`src/rtl/dac_pacer_pkg.sv`:
```
// Shared types and default sizing for the DAC sample pacer.
// Pure declarations: no logic, no latency, no flow control.
package dac_pacer_pkg;

  typedef enum logic [1:0] {
    ST_IDLE    = 2'd0,
    ST_PREFILL = 2'd1,
    ST_RUN     = 2'd2
  } pacer_state_t;

  localparam int DEFAULT_SW         = 16;
  localparam int DEFAULT_LW         = 12;
  localparam int DEFAULT_STARVE_LIM = 4;
  localparam int DEFAULT_CNT_W      = 16;

  // STARVE_LIM is bounded to 1..255, so eight bits always hold the run length.
  localparam int STARVE_W = 8;

endpackage

```
`src/rtl/sr_edge_det.sv`:
```
// Rising-edge detector for srgen sample clocks (clkout / clkoutd consumers).
// Latency: rise is combinational from sig and the one-cycle delayed copy.
// Backpressure: none; every rising edge yields exactly one single-cycle pulse.
module sr_edge_det (
  input  logic clk,
  input  logic rst,
  input  logic sig,
  output logic rise
);

  logic sig_d;

  // Delay register resets high so a level already high at reset release is not an edge.
  always_ff @(posedge clk or posedge rst) begin
    if (rst) begin
      sig_d <= 1'b1;
    end else begin
      sig_d <= sig;
    end
  end

  assign rise = sig & ~sig_d;

endmodule

```
`src/rtl/dac_sample_pacer.sv`:
```
// Paces FIFO I/Q samples onto the DAC at the srgen symbol rate; optional DAC_PACER_UFCNT_EN underflow counter.
// Latency: pop is combinational with the tick; dac_i/dac_q/dac_strobe/underflow update one cycle later.
// Backpressure: exactly one pop per tick in RUN; an empty FIFO on a tick inserts a zero sample instead of stalling.
module dac_sample_pacer
  import dac_pacer_pkg::*;
#(
  parameter int SW         = DEFAULT_SW,
  parameter int LW         = DEFAULT_LW,
  parameter int STARVE_LIM = DEFAULT_STARVE_LIM,
  parameter int CNT_W      = DEFAULT_CNT_W
) (
  input  logic            clkin,
  input  logic            rst,
  input  logic            enable,
  input  logic            sr_clk,
  input  logic            s_valid,
  input  logic [2*SW-1:0] s_data,
  output logic            s_ready,
  input  logic [LW-1:0]   fifo_level,
  input  logic [LW-1:0]   prefill,
  output logic [SW-1:0]   dac_i,
  output logic [SW-1:0]   dac_q,
  output logic            dac_strobe,
  output logic            running,
  output logic            underflow,
  output logic [CNT_W-1:0] underflow_cnt
);

  localparam logic [STARVE_W-1:0] STARVE_LIM_V = STARVE_W'(STARVE_LIM);

  pacer_state_t         state;
  pacer_state_t         state_nxt;
  logic                 tick;
  logic                 run_tick;
  logic                 starved_tick;
  logic                 starve_hit;
  logic                 start_fill;
  logic                 fill_done;
  logic [STARVE_W-1:0]  starve_cnt;

  sr_edge_det u_sr_edge (
    .clk  (clkin),
    .rst  (rst),
    .sig  (sr_clk),
    .rise (tick)
  );

  // enable is folded in so a drop on a tick cycle neither pops nor loads.
  assign run_tick     = enable & (state == ST_RUN) & tick;
  assign starved_tick = run_tick & ~s_valid;
  assign starve_hit   = starved_tick & ((starve_cnt + STARVE_W'(1)) == STARVE_LIM_V);
  assign start_fill   = enable & (state == ST_IDLE);
  assign fill_done    = (fifo_level >= prefill);

  always_ff @(posedge clkin or posedge rst) begin
    if (rst) begin
      state <= ST_IDLE;
    end else begin
      state <= state_nxt;
    end
  end

  always_comb begin
    state_nxt = state;
    if (!enable) begin
      state_nxt = ST_IDLE;
    end else begin
      case (state)
        ST_IDLE:    state_nxt = ST_PREFILL;
        ST_PREFILL: if (fill_done) state_nxt = ST_RUN;
        ST_RUN:     if (starve_hit) state_nxt = ST_PREFILL;
        default:    state_nxt = ST_IDLE;
      endcase
    end
  end

  always_comb begin
    s_ready = 1'b0;
    running = 1'b0;
    case (state)
      ST_RUN: begin
        running = 1'b1;
        s_ready = tick & enable;
      end
      default: begin
        s_ready = 1'b0;
        running = 1'b0;
      end
    endcase
  end

  // Consecutive-underflow run length; any real sample breaks the run.
  always_ff @(posedge clkin or posedge rst) begin
    if (rst) begin
      starve_cnt <= '0;
    end else if (start_fill) begin
      starve_cnt <= '0;
    end else if (run_tick) begin
      if (s_valid || starve_hit) begin
        starve_cnt <= '0;
      end else begin
        starve_cnt <= starve_cnt + STARVE_W'(1);
      end
    end
  end

  always_ff @(posedge clkin or posedge rst) begin
    if (rst) begin
      dac_i      <= '0;
      dac_q      <= '0;
      dac_strobe <= 1'b0;
      underflow  <= 1'b0;
    end else begin
      dac_strobe <= run_tick;
      underflow  <= starved_tick;
      if (!enable || (state == ST_IDLE)) begin
        dac_i <= '0;
        dac_q <= '0;
      end else if (run_tick) begin
        if (s_valid) begin
          dac_i <= s_data[2*SW-1:SW];
          dac_q <= s_data[SW-1:0];
        end else begin
          dac_i <= '0;
          dac_q <= '0;
        end
      end
    end
  end

`ifdef DAC_PACER_UFCNT_EN
  logic [CNT_W-1:0] uf_cnt;

  // Saturates at all-ones so a long outage never wraps back to a small count.
  always_ff @(posedge clkin or posedge rst) begin
    if (rst) begin
      uf_cnt <= '0;
    end else if (start_fill) begin
      uf_cnt <= '0;
    end else if (starved_tick && (uf_cnt != {CNT_W{1'b1}})) begin
      uf_cnt <= uf_cnt + CNT_W'(1);
    end
  end

  assign underflow_cnt = uf_cnt;
`else
  assign underflow_cnt = '0;
`endif

endmodule

```
`config.mk`:
```
export PLATFORM = sky130hd
export DESIGN_NAME = dac_sample_pacer
export DESIGN_NICKNAME = d
export VERILOG_FILES = /design/src/rtl/dac_pacer_pkg.sv /design/src/rtl/sr_edge_det.sv /design/src/rtl/dac_sample_pacer.sv
export SDC_FILE = /design/constraint.sdc
export NUM_CORES = 1
export LEC_CHECK = 0
export ABC_AREA = 1
export CAP_MARGIN = 0
export CORE_MARGIN = 5
export CORE_UTILIZATION = 34
export CTS_BUF_LIST = sky130_fd_sc_hd__clkbuf_8
export DETAILED_ROUTE_END_ITERATION = 6
export PLACE_DENSITY_LB_ADDON = 0.25
export SETUP_SLACK_MARGIN = 0.5
export SLEW_MARGIN = 20
export SYNTH_ARGS = -nofsm -noshare
export SYNTH_HDL_FRONTEND = slang
export SYNTH_SLANG_ARGS = --single-unit
```
`constraint.sdc`:
```
create_clock -name clkin -period 4.65 [get_ports clkin]
set_input_delay 0.465 -clock clkin [delete_from_list [all_inputs] [get_ports clkin]]
set_output_delay 0.465 -clock clkin [all_outputs]
set_load 0.01 [all_outputs]
```
==> results.cfg <==
[floorplanning]
top_level_ports = 113
die_y_um = 95.8
die_area_um2 = 9180
die_x_um = 95.8
initial_core_util = 0.347
std_cell_rows = 31
core_um2 = 7210

[sta]
setup-violations-final = 0
fin_crit_sh = 0.544
fmax_mhz = 395
maxSlewViolCount = 0
hold_viol_final = 0
fin_setup_tns_ns = 0
worst_pin_slew_ns = 0.926
max_slew_margin = 0.382
rsz0062_at_grt = false
skew_ns = 0.00222
fin_crit_ns = 2.53

[logic_synthesis]
yosysSeqAreaShare = 0.451
syn_area_um2 = 2500
synth_warnings = 0
yosysUniqueCellTypes = 26
syn_inst = 313
avgSynthCellArea_um2 = 7.99
synth_area_leader_cell = dfrtp_1
synth_top_area_share = 0.440
ys_ff_latch = 45
synth.top_cells.by_area = dfrtp_1 44%, inv_1 10%, nand3_1 7.6%

[worst_setup_path]
critical_path_buf_inv_count = 2
r2r_cells = 6
max_stage_delay_ns = 0.66
crit_type = primary input to flop
slowest_stage = clkdlybuf4s50_1
end_kind = flop
path_depth = 6
cp_max_fo = 35
cp_cell_sequence = clkdlybuf4s50_1, nand3_4, nor2_4, inv_1, o211ai_4, o21ai_0
crit_required_ns = 4.79
cp.arrival_ns = 2.67
path_delay_family = buffers and inverters
cp-start-kind = primary input

[min_path]
hold_path_class = flop to flop
min_path_cells = 2

[clock_tree]
clock_path_buffers = 2
cts.sinks = 45
cts_inserted_buffers = 5
cts_hold_repair.buffers = 0
clock-root-buffer = clkbuf_8
cts_htree_levels = 2
insertion_delay_ns = 0.28
path_clk_slew_ns = 0.08
cts_setup_buffers = 0
cts_resized = 0
cts_tree = yes

[final_layout]
drive_above_1_share = 0.0418
areaGrowthSynthToFinish_pct = 44.3
finalInstanceArea_um2 = 3610
diodes = 0
fill_cells = 708
nNetsFinal = 480

[detailed_routing]
routed_wl_mm = 6.13
drc = 0
viasPerCell = 4.38
drtIter0Drc = 79
drt.antenna.violating_nets = 0
wl_per_cell_um = 12.1
vias = 2218
drt_first_pass_iters = 4

[job]
drv_cap = 0

[status]
status = completed

[placement]
dpl.hpwl_mm = 4.65
placed_cell_area_um2 = 3490
port_buffers = 96
routabilityCongestion = 0.755

[power]
leakage_nw = 1.61
ir_worst_vdd_uv = 119
pwr_density_cell_nw_per_um2 = 240

[global_route]
grtUsageTotal = 0.134
first_global_vias = 2243
grt_overflow = 0
grt_max_degree = 46
grt_pass1_wl_mm = 9.88
grt_antenna_before_repair = 0
[cell families after synthesis]
| logic type | Yosys count | share of synthesized area |
|---|---|---|
| flip-flops | 45 | 0.451 |
| other | 1 | 0.00150 |
| buffers and inverters | 94 | 0.168 |
| adder cells (fa/ha/maj) | 13 | 0.0650 |
| AND/OR/NAND/NOR | 108 | 0.203 |
| AO/OA/AOI/OAI | 49 | 0.101 |
| XOR/XNOR | 3 | 0.0105 |
[sequential cells by signal, indices dropped and copies added (netlist names)]
signal           flops
dac_i               16
dac_q               16
dac_strobe           1
starve_cnt           8
state                2
u_sr_edge.sig_d      1
underflow            1
[worst register-to-register path: cells and delay by family, from the launching register on]
family | cells | cell delay (ns)
AO/OA/AOI/OAI | 2 | 0.56
flip-flops | 1 | 0.44
buffers and inverters | 2 | 0.35
AND/OR/NAND/NOR | 2 | 0.74
[cells in the mapped netlist]
cell      count
buf_1         1
nor3_4        1
ha_1         13
clkbuf_1      8
nand3_4       1
dfstp_2       1
buf_4        16
o21ai_1       4
xor2_1        1
nand2_2       2
a21oi_1       9
nor3b_1       1
nand3_1      38
nor2_4        1
nor2_1       16
nand2_1      43
dfrtp_1      44
nand4_1       4
nor2_2        1
xnor2_1       2
o211ai_2      1
o22ai_1       1
buf_6         1
conb_1        1
inv_1        68
o21ai_0      34
[cell type report]
class | instances | area [µm²] | share of cell area
inverter | 68 | 255 | 0.0707
clock inverter | 2 | 33.8 | 0.00936
tap | 99 | 124 | 0.0343
timing repair buffer | 97 | 968 | 0.268
multi-input combinational | 189 | 1020 | 0.282
sequential | 45 | 1130 | 0.312
clock buffer | 6 | 82.6 | 0.0229
[cells in the final DEF (no fill, tap or decap)]
cell	Yosys	layout
clkdlybuf4s50_1	0	96
inv_1	68	68
dfrtp_1	44	44
nand2_1	43	43
nand3_1	38	38
o21ai_0	34	34
nor2_1	16	16
conb_1	1	16
ha_1	13	13
a21oi_1	9	9
clkbuf_8	0	6
nand4_1	4	4
o21ai_1	4	4
nand2_2	2	2
xnor2_1	2	2
nand3_4	1	1
nor2_4	1	1
nor3_4	1	1
nor3b_1	1	1
nor2_2	1	1
xor2_1	1	1
o211ai_4	0	1
inv_2	0	1
o22ai_1	1	1
bufinv_16	0	1
buf_4	16	1
dfstp_2	1	1
[routing by layer]
layer,track usage,vias to the layer above,part of all wire
met1,0.165,1026,0.42
li1,-,1130,-
met4,0.0332,0,0.016
met2,0.236,54,0.51
met3,0.0321,8,0.047
met5,0,-,0
[power by group]
| group | internal (mW) | switching (mW) | total (mW) |
|---|---|---|---|
| clock network | 0.173 | 0.123 | 0.296 |
| registers | 0.400 | 0.0105 | 0.410 |
| logic | 0.0774 | 0.0845 | 0.162 |
[metrics by stage]
| stage | setup WS (ns) | total power [mW] | cells | utilization | hold WS, ns |
|---|---|---|---|---|---|
| after floorplan | 3.13 | 0.506 | 328 | - | 0.469 |
| after global placement | 1.84 | 0.576 | 498 | 0.483 | 0.522 |
| after detailed placement | 1.71 | 0.579 | 498 | 0.483 | 0.524 |
| after CTS | 2.05 | 0.879 | 506 | 0.499 | 0.541 |
| after global routing | 1.92 | 0.916 | 506 | 0.501 | 0.563 |
| final | 2.12 | 0.868 | 506 | 0.501 | 0.539 |
[worst paths after layout]
kind / start / to / slack [ns]
max in group asynchronous: rst / state[1] / 3.37
worst max register to register: state[0] / dac_i[11] / 2.43
worst max-delay path: enable / dac_i[11] / 2.12
worst min register to register: dac_q[3] / dac_q[3] / 0.54
worst min-delay path: dac_q[3] / dac_q[3] / 0.54
min in group asynchronous: rst / dac_i[13] / 0.71
(Power assumes the default switching activity.)
